`config.mk`:
```
export PLATFORM = sky130hd
export DESIGN_NAME = fft8_bitrev_buf
export DESIGN_NICKNAME = d
export VERILOG_FILES = /design/src/rtl/fft8_bitrev_buf.sv
export SDC_FILE = /design/constraint.sdc
export NUM_CORES = 1
export LEC_CHECK = 0
export CAP_MARGIN = 20
export CORE_UTILIZATION = 55
export CTS_CLUSTER_DIAMETER = 50
export CTS_CLUSTER_SIZE = 16
export DETAILED_ROUTE_END_ITERATION = 8
export PLACE_DENSITY = 0.73
export SLEW_MARGIN = 10
export SYNTH_ARGS = -nofsm -noshare
export SYNTH_HDL_FRONTEND = slang
export SYNTH_SLANG_ARGS = --single-unit
```
`constraint.sdc`:
```
create_clock -name clk -period 6.1 [get_ports clk]
set_clock_uncertainty 0.2 [all_clocks]
set_input_delay 0.915 -clock clk [delete_from_list [all_inputs] [get_ports clk]]
set_output_delay 0.915 -clock clk [all_outputs]
set_load 0.005 [all_outputs]
```
`src/rtl/fft8_bitrev_buf.sv`:
```
// Ping-pong 8-point frame buffer: writes in natural order, reads in 3-bit bit-reversed order.
// Optional `FFT8_FRAME_CNT_EN adds an 8-bit frame_cnt output counting completed frames.
module fft8_bitrev_buf #(
   parameter int N = 4
) (
   input  logic                clk,
   input  logic                rst,
   input  logic                in_valid,
   input  logic [(2**N)-1:0]   in_re,
   input  logic [(2**N)-1:0]   in_im,
   output logic                in_ready,
   output logic                out_valid,
   output logic [(2**N)-1:0]   out_re,
   output logic [(2**N)-1:0]   out_im,
   output logic [2:0]          out_idx,
   input  logic                out_ready,
`ifdef FFT8_FRAME_CNT_EN
   output logic [7:0]          frame_cnt,
`endif
   output logic                out_last
);

   localparam int W = 2**N;

   function automatic logic [2:0] bitrev3(input logic [2:0] k);
      return {k[0], k[1], k[2]};
   endfunction

   logic [W-1:0] mem_re [2][8];
   logic [W-1:0] mem_im [2][8];

   logic [1:0]   full_q, full_d;
   logic         wsel_q, wsel_d;
   logic         rsel_q, rsel_d;
   logic [2:0]   waddr_q, waddr_d;
   logic         vld_q, vld_d;
   logic [2:0]   idx_q, idx_d;
   logic [W-1:0] re_q, re_d;
   logic [W-1:0] im_q, im_d;

   logic         out_fire, rd_done, wr;
   logic         ld, ld_bank;
   logic [2:0]   ld_idx, ld_addr;
   logic         rsel_nx;

   assign rsel_nx  = ~rsel_q;
   assign out_fire = vld_q && out_ready;
   assign rd_done  = out_fire && (idx_q == 3'd7);
   // A bank drained at this edge may be refilled at the same edge, keeping full-rate streaming.
   assign in_ready = !full_q[wsel_q] || (rd_done && (rsel_q == wsel_q));
   assign wr       = in_valid && in_ready;

   // Write side: sample memory, natural order
   always_ff @(posedge clk) begin
      if (wr) begin
         mem_re[wsel_q][waddr_q] <= in_re;
         mem_im[wsel_q][waddr_q] <= in_im;
      end
   end

   always_comb begin
      full_d  = full_q;
      wsel_d  = wsel_q;
      waddr_d = waddr_q;
      rsel_d  = rsel_q;
      vld_d   = vld_q;
      idx_d   = idx_q;
      ld      = 1'b0;
      ld_bank = rsel_q;
      ld_idx  = 3'd0;
      if (rd_done) begin
         full_d[rsel_q] = 1'b0;
         rsel_d         = rsel_nx;
         if (full_q[rsel_nx]) begin
            ld      = 1'b1;
            ld_bank = rsel_nx;
         end else begin
            vld_d = 1'b0;
         end
      end else if (out_fire) begin
         ld     = 1'b1;
         ld_idx = idx_q + 3'd1;
      end else if (!vld_q && full_q[rsel_q]) begin
         ld = 1'b1;
      end
      if (ld) begin
         vld_d = 1'b1;
         idx_d = ld_idx;
      end
      if (wr) begin
         waddr_d = waddr_q + 3'd1;
         if (waddr_q == 3'd7) begin
            full_d[wsel_q] = 1'b1;
            wsel_d         = ~wsel_q;
         end
      end
   end

   // Read side: registered output, bit-reversed address
   assign ld_addr = bitrev3(ld_idx);
   assign re_d    = ld ? mem_re[ld_bank][ld_addr] : re_q;
   assign im_d    = ld ? mem_im[ld_bank][ld_addr] : im_q;

   always_ff @(posedge clk) begin
      if (rst) begin
         full_q  <= 2'b00;
         wsel_q  <= 1'b0;
         rsel_q  <= 1'b0;
         waddr_q <= 3'd0;
         vld_q   <= 1'b0;
         idx_q   <= 3'd0;
         re_q    <= '0;
         im_q    <= '0;
      end else begin
         full_q  <= full_d;
         wsel_q  <= wsel_d;
         rsel_q  <= rsel_d;
         waddr_q <= waddr_d;
         vld_q   <= vld_d;
         idx_q   <= idx_d;
         re_q    <= re_d;
         im_q    <= im_d;
      end
   end

   assign out_valid = vld_q;
   assign out_re    = re_q;
   assign out_im    = im_q;
   assign out_idx   = idx_q;
   assign out_last  = (idx_q == 3'd7);

`ifdef FFT8_FRAME_CNT_EN
   logic [7:0] frame_q, frame_d;

   assign frame_d = rd_done ? frame_q + 8'd1 : frame_q;

   always_ff @(posedge clk) begin
      if (rst) frame_q <= 8'd0;
      else     frame_q <= frame_d;
   end

   assign frame_cnt = frame_q;
`endif

endmodule

```
; Word-level counts from Yosys, hierarchy flattened
; Memory sizes are Yosys's and may differ from the RTL's.
; Cells that the tools add are included.
[word_totals]
regBits = 43
input_bits = 36
mem_bits_rw = 512
n_memories = 2
word_cells = 79
output_inout_bits = 38
[op_classes]
n_eq_ne = 4
magnitude_cmp = 8
bitwise = 7
reduce_logical = 14
n_addsub = 2
n_mux = 34
[memory_table]
columns = name, words, word_bits, rd, rd_clocked_by_memory_dff, write_ports, line
row1 = mem_im, 2, 128, 1, 0, 1, 30  ; logic [W-1:0] mem_im [2][8];
row2 = mem_re, 2, 128, 1, 0, 1, 29  ; logic [W-1:0] mem_re [2][8];
[ops]
columns = op, n
row1 = $mux 128, 1
row2 = $bmux 16 s3, 2
row3 = $mux 16, 5
row4 = $demux 16 s3, 1
row5 = $mux 1, 18
row6 = $ge 4x4->1 const B, 2
row7 = $logic_and 1x1->1, 8
row8 = $not 3->4, 2
row9 = $add 3x1->3 const B, 2
row10 = $eq 3x3->1 const B, 2
row11 = $lt 1x2->1 const B, 3
row12 = $mux 2, 3
row13 = $mux 3, 2
row14 = $lt 4x1->1 const B, 1
row15 = $reduce_and 2->1, 2
row16 = $and 2x2->2, 1
row17 = $demux 1 s1, 2
row18 = $ge 1x1->1 const B, 2
row19 = $logic_not 1->1, 2
row20 = $ne 2x2->1 const B, 1
row21 = $not 1->1, 2
row22 = $not 2->2, 1
row23 = $or 2x2->2, 1
row24 = $reduce_bool 2->1, 1
row25 = other kinds (2), 2

; Longest topological paths before layout
; Gate-level depths: netlist (run 1).
[logic_depth]
word_depth = 10
ltp_mapped = 12
mapped_depth_nobuf = 7

; Worst setup path after synthesis (run 1)
; No wires, ideal clock.
[synth_path]
path_kind = reg-to-reg
start = register idx_q[0] (netlist: out_idx[0])
end = memory mem_im[0][112] (netlist bit), enable pin
path_stages_with_launch = 9
slack_ns = 1.517
period_less_slack_ns = 4.583
n_path_buf = 1
arrival_ns = 3.922
cell_sequence = dfxtp_1 ha_1 ha_1 buf_2 nand3_2 o21ai_0 and3_1 nand2b_1 nor3_1
[synth_via]
elab_chain_len = 7
[synth_rtl]
columns = item, line
row1 = "start, declared", 37  ; logic [2:0] idx_q, idx_d;
row2 = "start signal, assigned", 120  ; idx_q <= idx_d;
row3 = $eq 3x3->1, --
row4 = net out_last, 20  ; output logic out_last
row5 = $logic_and 1x1->1, 48  ; assign rd_done = out_fire && (idx_q == 3'd7);
row6 = $logic_and 1x1->1, 50  ; assign in_ready = !full_q[wsel_q] || (rd_done && (rsel_q == wsel_q));
row7 = $logic_or 1x1->1, 50
row8 = $logic_and 1x1->1, 51  ; assign wr = in_valid && in_ready;
row9 = $mux 1, 55  ; if (wr) begin
row10 = $mux 128 (not written as such), 57  ; mem_im[wsel_q][waddr_q] <= in_im;
row11 = "end, declared", 30
; The timed path passes the listed nets, and every way through them passes these cells.

; Final worst setup path (run 1)
[layout_path]
start = register idx_q[0] (netlist: out_idx[0])
end = output port in_ready
[layout_via]
elab_chain_len = 4
[layout_rtl]
columns = item, line
row1 = $eq 3x3->1, 48
row2 = $logic_and 1x1->1, 48
row3 = $logic_and 1x1->1, 50
row4 = $logic_or 1x1->1, 50
row5 = "end, declared", 11  ; output logic in_ready,
; No other way between the ends.

==> out/results.tsv, run 1 <==
stage	metric	value	unit
status	status	completed	
grt	grt_overflow_total	0	
route	first_iter_violations	1245	
grt	antenna_found_initial	0	
final_layout	nNetsFinal	1313	
worst_setup_path	critPathLaunchType	register	
timing	final.min_clock_period	4617	ps
route	wl_met1	18340	um
grt	grt_pass1_vias	11360	
clock_network	cts_made_buffers	47	
worst_setup_path	path_class	reg -> out	
power	power	7.477	mW
final_layout	antenna_cells	0	
route	vias_per_cell	6.181	
grt	grt_max_degree	134	
clock_network	cts_max_path_buffers	3	
timing	tightestPinTransition	1082	ps
timing	finalHoldViolCount	0	
place	io_buffers	73	
route	top_layer	met4	
yosys	synth_area_leaders	edfxtp_1 (71%), mux2i_1 (8.8%), mux4_2 (5.4%)	
power	power_density	300.9	nW/um2
power	p_leak	9.279	nW
yosys	synth_common_cells	edfxtp_1 (512), mux2i_1 (192), o221ai_1 (57)	
worst_setup_path	crit_path_start	out_idx[0]	
worst_setup_path	crit_fanout	44	
yosys	async_flop_share	0	
place	hpwl	25710	um
yosys	yosysTopAreaCell	edfxtp_1	
yosys	synthDistinctLibCells	45	
grt	grt_pass1_wl	69900	um
clock_network	path_clk_slew	70	ps
worst_setup_path	cp.arrival	3500	ps
timing	fin_ws	1483	ps
grt	grt_usage	0.2342	
route	wl_met2	22950	um
timing	period_share	0.7568	
power	ir_worst_vdd	0.2319	mV
yosys	synthCells	1196	
die	die_w	200.8	um
route	drc_errors	0	
clock_network	cts_tree	yes	
place	gp_congestion	0.7613	
route	drt_wl_total	46050	um
timing	max_freq	216.6	MHz
final_layout	drive_gt1_frac	0.1407	
clock_network	cts_setup_buffers	0	
min_path	min_from	out_im[12]	
route	drt_pre_antenna_iters	5	
yosys	ys_warn_count	0	
timing	finalMaxSlewViolations	0	
die	fp-row-count	72	
route	drt.antenna.violating_nets	0	
timing	max_slew_margin	0.2785	
yosys	ys_seq_elements	555	
timing	setup-tns-final	0	ps
timing	rsz0062_at_grt	false	
worst_setup_path	required	4980	ps
route	dr_wl_met3	3341	um
die	ios	74	
final_layout	nFillCells	2617	
place	dp_slack	1703	ps
job	cap_violations	0	
die	initial_core_util	0.5597	
yosys	syn_area	21730	um2
min_path	hold_class	reg -> reg	
die	dieArea	40310	um2
clock_network	cts.sinks	555	
clock_network	htree_levels	2	
yosys	syn_nets	1236	
yosys	synth_flop_cell	edfxtp_1	
timing	whs	324.4	ps
worst_setup_path	r2r_start	out_idx[0]	
route	wl_per_cell	25.22	um
route	vias	11290	
yosys	synth_area_per_cell	18.17	um2
clock_network	root_buffer	clkbuf_16	
timing	final-setup-viol-count	0	
die	core_area	38830	um2
yosys	ys_seq_area_frac	0.7471	
worst_setup_path	worst_setup_path_end_kind	output pin	
clock_network	cts.hold.buffers_added	0	
yosys	yosysTopAreaCellShare	0.7075	
yosys	synth_edf_count	512	
yosys	yosysMostFrequentCell	edfxtp_1	
clock_network	cts_resized	0	
die	die_h	200.8	um
clock_network	clk_latency	590	ps
final_layout	area_delta_synth_final	14.33	%
-- path summary, 6_finish.rpt --
check | to | slack (ps) | cells past startpoint
worst max register to register | mem_im[0][40] | 2020 | 9
worst max-delay path | in_ready | 1480 | 7
worst min register to register | out_im[12] | 320 | 2
worst min-delay path | out_im[12] | 320 | 2
-- metal layers --
layer / vias up / global-route usage
met5: - / 0
met3: 90 / 0.03815
met4: 0 / 0.09079
li1: 5005 / -
met2: 456 / 0.3873
met1: 5736 / 0.3141
-- kinds of logic after synthesis --
logic type | synth area share
compound gates | 0.06783
xor+xnor | 0.0008062
fa+ha+maj | 0.002303
buf+inv | 0.02556
flops | 0.7471
mux | 0.1423
simple gates | 0.01405
-- worst max-delay path, stage by stage (launching register included) --
cell             delay (ps)
dfxtp_1                 520
ha_1                    210
ha_1                    470
nand3_2                 110
buf_4                   280
o21ai_0                 480
o21a_1                  280
clkdlybuf4s50_1         560
-- stage by stage --
stage	instance area, um2	std cells	util
2_1_floorplan	21730	1196	-
3_3_place_gp	23140	1737	0.5959
3_5_place_dp	23230	1741	0.5982
4_1_cts	24820	1825	0.6392
5_1_grt	24850	1826	0.6399
6_report	24850	1826	0.6399
-- state kept, by name (all words and copies together) (netlist names) --
register and cells:
full_q 2, out_re 16, wsel_q 1, out_valid 1, waddr_q 3, mem_im 256, rsel_q 1, out_im 16
out_idx 3, mem_re 256
-- layout by cell type, fill, tap and decap left out, types with 2 or more instances in the layout --
cell type,synthesis,routed
nor3_2,0,5
buf_4,7,26
buf_12,0,4
nand2b_1,5,5
a22oi_1,13,13
o211ai_1,40,40
o22ai_1,19,19
ha_1,4,4
clkdlybuf4s50_1,0,73
mux2i_1,192,192
bufinv_16,0,6
clkbuf_8,0,2
dfxtp_1,43,43
o21bai_1,13,13
clkbuf_1,39,10
nor2_4,0,12
clkinvlp_4,0,4
o221ai_1,57,57
buf_16,0,4
edfxtp_1,512,512
nand3_1,3,3
clkinv_1,0,2
clkinv_2,0,5
clkbuf_16,0,49
clkinv_4,0,2
mux4_2,52,52
a21oi_1,38,37
o21ai_0,3,2
inv_1,42,42
and3_1,2,2
a31oi_1,14,14
inv_6,0,2
nor2_1,20,7
nand4b_1,2,2
inv_8,0,2
nand2_1,19,18
-- layout make-up --
type	instances	area (um2)	area share
multi-input combinational	519	5092	0.2050
sequential	555	16240	0.6535
inverter	43	161.4	0.006496
clock inverter	23	300.3	0.01209
timing repair buffer	107	1116	0.04492
clock buffer	61	1291	0.05197
tap	518	648.1	0.02609
-- power by group --
part	internal [mW]	switching [mW]
Sequential	4.20	0.0131
Clock	1.76	1.34
Combinational	0.0536	0.111
Power figures use the tool's default switching activity.
==> inputs of run 2 (changes only) <==
--- a/config.mk
+++ b/config.mk
@@ -10,7 +10,7 @@
 export CTS_CLUSTER_DIAMETER = 50
 export CTS_CLUSTER_SIZE = 16
 export DETAILED_ROUTE_END_ITERATION = 8
-export PLACE_DENSITY = 0.73
+export PLACE_DENSITY = 0.76
 export SLEW_MARGIN = 10
 export SYNTH_ARGS = -nofsm -noshare
 export SYNTH_HDL_FRONTEND = slang
==> constraint.sdc (replaced) <==
create_clock -name clk -period 3.8 [get_ports clk]
set_clock_uncertainty 0.2 [all_clocks]
set_input_delay 0.57 -clock clk [delete_from_list [all_inputs] [get_ports clk]]
set_output_delay 0.57 -clock clk [all_outputs]
set_load 0.005 [all_outputs]
==> run 2 against run 1 <==
First-iteration DRC count decreased by 7.3%. Cell count increased by 1.3%. Wire length increased by 6.7%. Clock power increased by 52%. Count of clock-buffer cells in the layout increased by 5. Critical path type unchanged.
==> out/results.tsv, run 2 (synthesized netlist as in run 1, its figures left out) <==
stage	metric	value	unit
status	status	completed	
route	drt_wl_total	49130	um
route	wl_per_cell	26.56	um
power	p_int	9.391	mW
grt	grt_overflow_total	0	
route	first_iter_violations	1154	
die	initial_core_util	0.5597	
final_layout	top_regs	mem_im x256, mem_re x256	
die	fp-row-count	72	
worst_setup_path	required	3030	ps
grt	grt_usage	0.2479	
final_layout	nNetsFinal	1337	
place	gp_congestion	0.8360	
power	power_frac_clock	0.400	
worst_setup_path	critPathLaunchType	register	
clock_network	cts_made_buffers	45	
die	die_w	200.8	um
timing	max_freq	277.2	MHz
timing	max_slew_margin	0.1997	
route	drc_errors	0	
min_path	min_from	out_idx[1]	
route	vias_per_cell	6.336	
clock_network	cts_max_path_buffers	3	
final_layout	final_common_cell	edfxtp_1	
grt	grt_max_degree	45	
timing	rsz0062_at_grt	false	
clock_network	cts_tree	yes	
min_path	hold_class	reg -> reg	
timing	setup-tns-final	0	ps
clock_network	path_clk_slew	70	ps
die	core_area	38830	um2
timing	period_share	0.9494	
power	swShare	0.1993	
die	ios	74	
clock_network	cts_setup_buffers	0	
final_layout	area_delta_synth_final	14.86	%
power	ir_worst_vdd	0.3848	mV
place	dp_slack	255.0	ps
worst_setup_path	r2r_start	out_idx[0]	
final_layout	drive_gt1_frac	0.1525	
clock_network	htree_levels	2	
route	vias	11720	
worst_setup_path	cp.arrival	2840	ps
place	hpwl	27770	um
clock_network	clk_latency	580	ps
worst_setup_path	crit_fanout	11	
worst_setup_path	path_class	reg -> out	
timing	finalHoldViolCount	0	
place	io_buffers	73	
timing	finalMaxSlewViolations	0	
final_layout	final_core_util	0.6429	
job	cap_violations	0	
clock_network	root_buffer	clkbuf_16	
die	die_h	200.8	um
timing	final.min_clock_period	3608	ps
grt	grt_pass1_vias	11770	
power	power_density	469.9	nW/um2
timing	final-setup-viol-count	0	
power	pwr-share-comb	0.023	
worst_setup_path	worst_setup_path_end_kind	output pin	
timing	fin_ws	192.2	ps
power	p_leak	9.348	nW
final_layout	layout_common_cells	edfxtp_1 (512), mux2i_1 (192), clkdlybuf4s50_1 (73), o221ai_1 (57), mux4_2 (52)	
grt	antenna_found_initial	2	
power	power_switching	2.337	mW
die	dieArea	40310	um2
power	sequentialPowerShare	0.576	
grt	grt_pass1_wl	74180	um
route	drt.antenna.violating_nets	0	
clock_network	cts.sinks	555	
timing	tightestPinTransition	1200	ps
worst_setup_path	crit_path_start	out_idx[0]	
final_layout	nFillCells	2525	
power	power	11.73	mW
route	drt_pre_antenna_iters	5	
[run 2: per-layer routing]
| metal | global-route usage | vias to the layer above | share of wire |
|---|---|---|---|
| met3 | 0.03750 | 102 | 0.070 |
| li1 | - | 5049 | - |
| met2 | 0.4019 | 533 | 0.49 |
| met5 | 0 | - | 0.00065 |
| met4 | 0.07497 | 4 | 0.024 |
| met1 | 0.3513 | 6033 | 0.42 |
[run 2: area by class of cell]
type / count / area [um2] / area share
sequential: 555 / 16240 / 0.6505
multi-input combinational: 519 / 5122 / 0.2052
timing repair buffer: 133 / 1331 / 0.05334
clock buffer: 66 / 1277 / 0.05118
tap: 518 / 648.1 / 0.02597
clock inverter: 15 / 181.4 / 0.007269
inverter: 43 / 161.4 / 0.006466
antenna: 1 / 2.502 / 0.0001003
[run 2: per-stage QoR]
stage / instance area, um2 / hold slack, ps / std cells
after floorplan: 21750 / 268.9 / 1196
after global placement: 23500 / 267.2 / 1768
after detailed placement: 23500 / 272.6 / 1768
after CTS: 24950 / 281.2 / 1849
after global routing: 24960 / 312.2 / 1849
final: 24960 / 284.3 / 1850
[run 2: worst max-delay path, cell delays in order, from the launching register on]
cell and delay (ps):
dfxtp_1 460, ha_1 190, ha_1 220, nand3_2 280, o21ai_2 370, o21a_1 220
clkdlybuf4s50_1 520
[run 2: timing repair]
item / 4_1_cts / 5_1_grt
resized for setup: 1 / 1
hold endpoints to repair: 0 / 0
pin swaps: 0 / 0
hold buffers: 0 / 0
endpoints found under the setup margin: 1 / 1
[run 2: final timing paths]
path                                       to  slack [ps]  depth (start not counted)
worst min register to register     out_idx[1]         280                          2
worst max-delay path                 in_ready         190                          6
worst min-delay path               out_idx[1]         280                          2
worst max register to register  mem_re[1][26]         380                          7
[run 2: power groups by stage]
stage	sequential [mW]	clock, mW	combinational, mW
3_5_place_dp	6.90	0	0.271
2_1_floorplan	6.89	0	0.0942
6_report	6.76	4.70	0.271
4_1_cts	6.76	4.75	0.272
5_1_grt	6.76	4.99	0.289
3_3_place_gp	6.89	0	0.261
==> inputs of run 3 (changes only) <==
--- a/config.mk
+++ b/config.mk
@@ -6,11 +6,10 @@
 export NUM_CORES = 1
 export LEC_CHECK = 0
 export CAP_MARGIN = 20
-export CORE_UTILIZATION = 55
+export CORE_UTILIZATION = 45
 export CTS_CLUSTER_DIAMETER = 50
 export CTS_CLUSTER_SIZE = 16
 export DETAILED_ROUTE_END_ITERATION = 8
-export PLACE_DENSITY = 0.76
 export SLEW_MARGIN = 10
 export SYNTH_ARGS = -nofsm -noshare
 export SYNTH_HDL_FRONTEND = slang
==> run 3 against run 2 <==
Via count down 4.0%. Core utilization down 11 points. Wire length down 0.20%. First-iteration DRC count down 20%. Highest routed layer is now met4. Setup slack better by 13 ps. Total power up 2.8%. Worst hold slack better by 14 ps.
==> out/results.tsv, run 3 (synthesized netlist as in run 1, its figures left out) <==
stage	metric	value	unit
final_layout	top_regs	mem_im x256, mem_re x256	
timing	max_freq	278.2	MHz
power	power_density	476.2	nW/um2
worst_setup_path	worst_setup_path_end_kind	output pin	
die	die_h	221.8	um
timing	finalMaxSlewViolations	0	
route	wl_per_cell	25.00	um
clock_network	path_clk_slew	70	ps
route	first_iter_violations	920	
clock_network	cts_made_buffers	49	
route	vias_per_cell	5.737	
die	fp-row-count	80	
clock_network	htree_levels	2	
place	hpwl	28320	um
min_path	hold_class	reg -> reg	
die	core_area	47650	um2
grt	grt_pass1_vias	11340	
worst_setup_path	crit_path_start	out_idx[0]	
timing	setup-tns-final	0	ps
route	drc_errors	0	
timing	rsz0062_at_grt	false	
worst_setup_path	crit_family	buffers and inverters	
worst_setup_path	path_class	reg -> out	
clock_network	cts_setup_buffers	0	
worst_setup_path	required	3030	ps
clock_network	cts_max_path_buffers	3	
worst_setup_path	crit_fanout	9	
timing	final.min_clock_period	3595	ps
power	p_int	9.595	mW
route	drt_wl_total	49030	um
timing	tightestPinTransition	1160	ps
clock_network	root_buffer	clkbuf_16	
final_layout	layout_common_cells	edfxtp_1 (512), mux2i_1 (192), clkdlybuf4s50_1 (73), o221ai_1 (57), mux4_2 (52)	
worst_setup_path	max_stage_delay	530	ps
die	dieArea	49170	um2
final_layout	final_core_util	0.5312	
clock_network	clk_latency	590	ps
place	gp_congestion	0.7962	
status	status	completed	
power	sequentialPowerShare	0.561	
worst_setup_path	critPathLaunchType	register	
clock_network	cts_resized	0	
final_layout	drive_gt1_frac	0.1627	
worst_setup_path	cp_slowest_cell	clkdlybuf4s50_1	
min_path	min_from	out_idx[1]	
final_layout	antenna_cells	0	
power	power_switching	2.458	mW
timing	period_share	0.9460	
route	drt_pre_antenna_iters	5	
grt	grt_max_degree	43	
power	ir_worst_vdd	0.4005	mV
worst_setup_path	path_common_cell	ha_1	
final_layout	final_common_cell	edfxtp_1	
grt	grt_pass1_wl	73890	um
power	pwr-share-comb	0.022	
grt	antenna_found_initial	0	
timing	max_slew_margin	0.2265	
grt	grt_usage	0.2033	
job	cap_violations	0	
power	p_leak	9.459	nW
clock_network	cts.hold.buffers_added	0	
worst_setup_path	path_cells	ha_1 > ha_1 > nand3_2 > o21ai_0 > buf_4 > o21a_1 > clkdlybuf4s50_1	
timing	whs	297.9	ps
route	drt.antenna.violating_nets	0	
worst_setup_path	r2r_start	out_idx[0]	
power	swShare	0.2039	
place	io_buffers	73	
die	die_w	221.8	um
grt	grt_overflow_total	0	
timing	final-setup-viol-count	0	
final_layout	nNetsFinal	1346	
worst_setup_path	cp.arrival	2820	ps
timing	finalHoldViolCount	0	
die	ios	74	
final_layout	area_delta_synth_final	16.47	%
power	power_frac_clock	0.417	
die	initial_core_util	0.4561	
worst_setup_path	crit_buf_inv	2	
clock_network	cts_tree	yes	
route	vias	11250	
clock_network	cts.sinks	555	
-- run 3: cell types whose count changed in the layout (fill, tap and decap cells not counted), moves of 2 or more --
cell | previous run | this run
clkbuf_16 | 47 | 51
buf_12 | 12 | 14
clkinv_8 | 0 | 2
buf_4 | 48 | 51
inv_6 | 4 | 6
clkinv_4 | 0 | 2
-- run 3: worst min-delay path, cell delays in order (launching register included) --
cell and delay (ps):
dfxtp_1 330, nand2_1 60, a21oi_1 60
-- run 3: metal layers --
metal  vias up  GRT usage  wire [um]
met2       297     0.3244      23480
met3        66    0.03459       2708
met1      5808     0.2867      21730
met5         -          0          0
met4         0    0.06272       1116
li1       5080          -          -
-- run 3: area by class of cell --
type                    count  area (um2)
flip-flops and latches    555       16240
repair buffers            138        1394
well taps                 615       769.5
inverters                  43       161.4
multi-input cells         519        5122
clock buffers              69        1364
fillers                  3734       22340
clock inverters            22       262.8
-- run 3: worst paths after layout --
path	endpoint	slack [ps]	cells after the start
setup / recovery	in_ready	210	7
hold / removal	out_idx[1]	300	2
setup reg to reg	mem_im[1][54]	590	8
hold reg to reg	out_idx[1]	300	2
-- run 3: power groups by stage --
stage	registers (mW)	logic, mW	clock network, mW
2_1_floorplan	6.89	0.0942	0
3_3_place_gp	6.89	0.265	0
3_5_place_dp	6.90	0.271	0
4_1_cts	6.76	0.272	5.12
5_1_grt	6.76	0.290	5.36
6_report	6.76	0.267	5.02
-- run 3: metrics by stage --
stage	instance area [um2]	total power [mW]	std cells	setup WS [ps]
global route	25310	12.41	1961	44.36
finish	25310	12.05	1961	205.3
detailed placement	23680	7.168	1870	365.5
global placement	23680	7.158	1870	356.1
floorplan	21750	6.981	1196	73.61
CTS	25310	12.16	1961	176.5
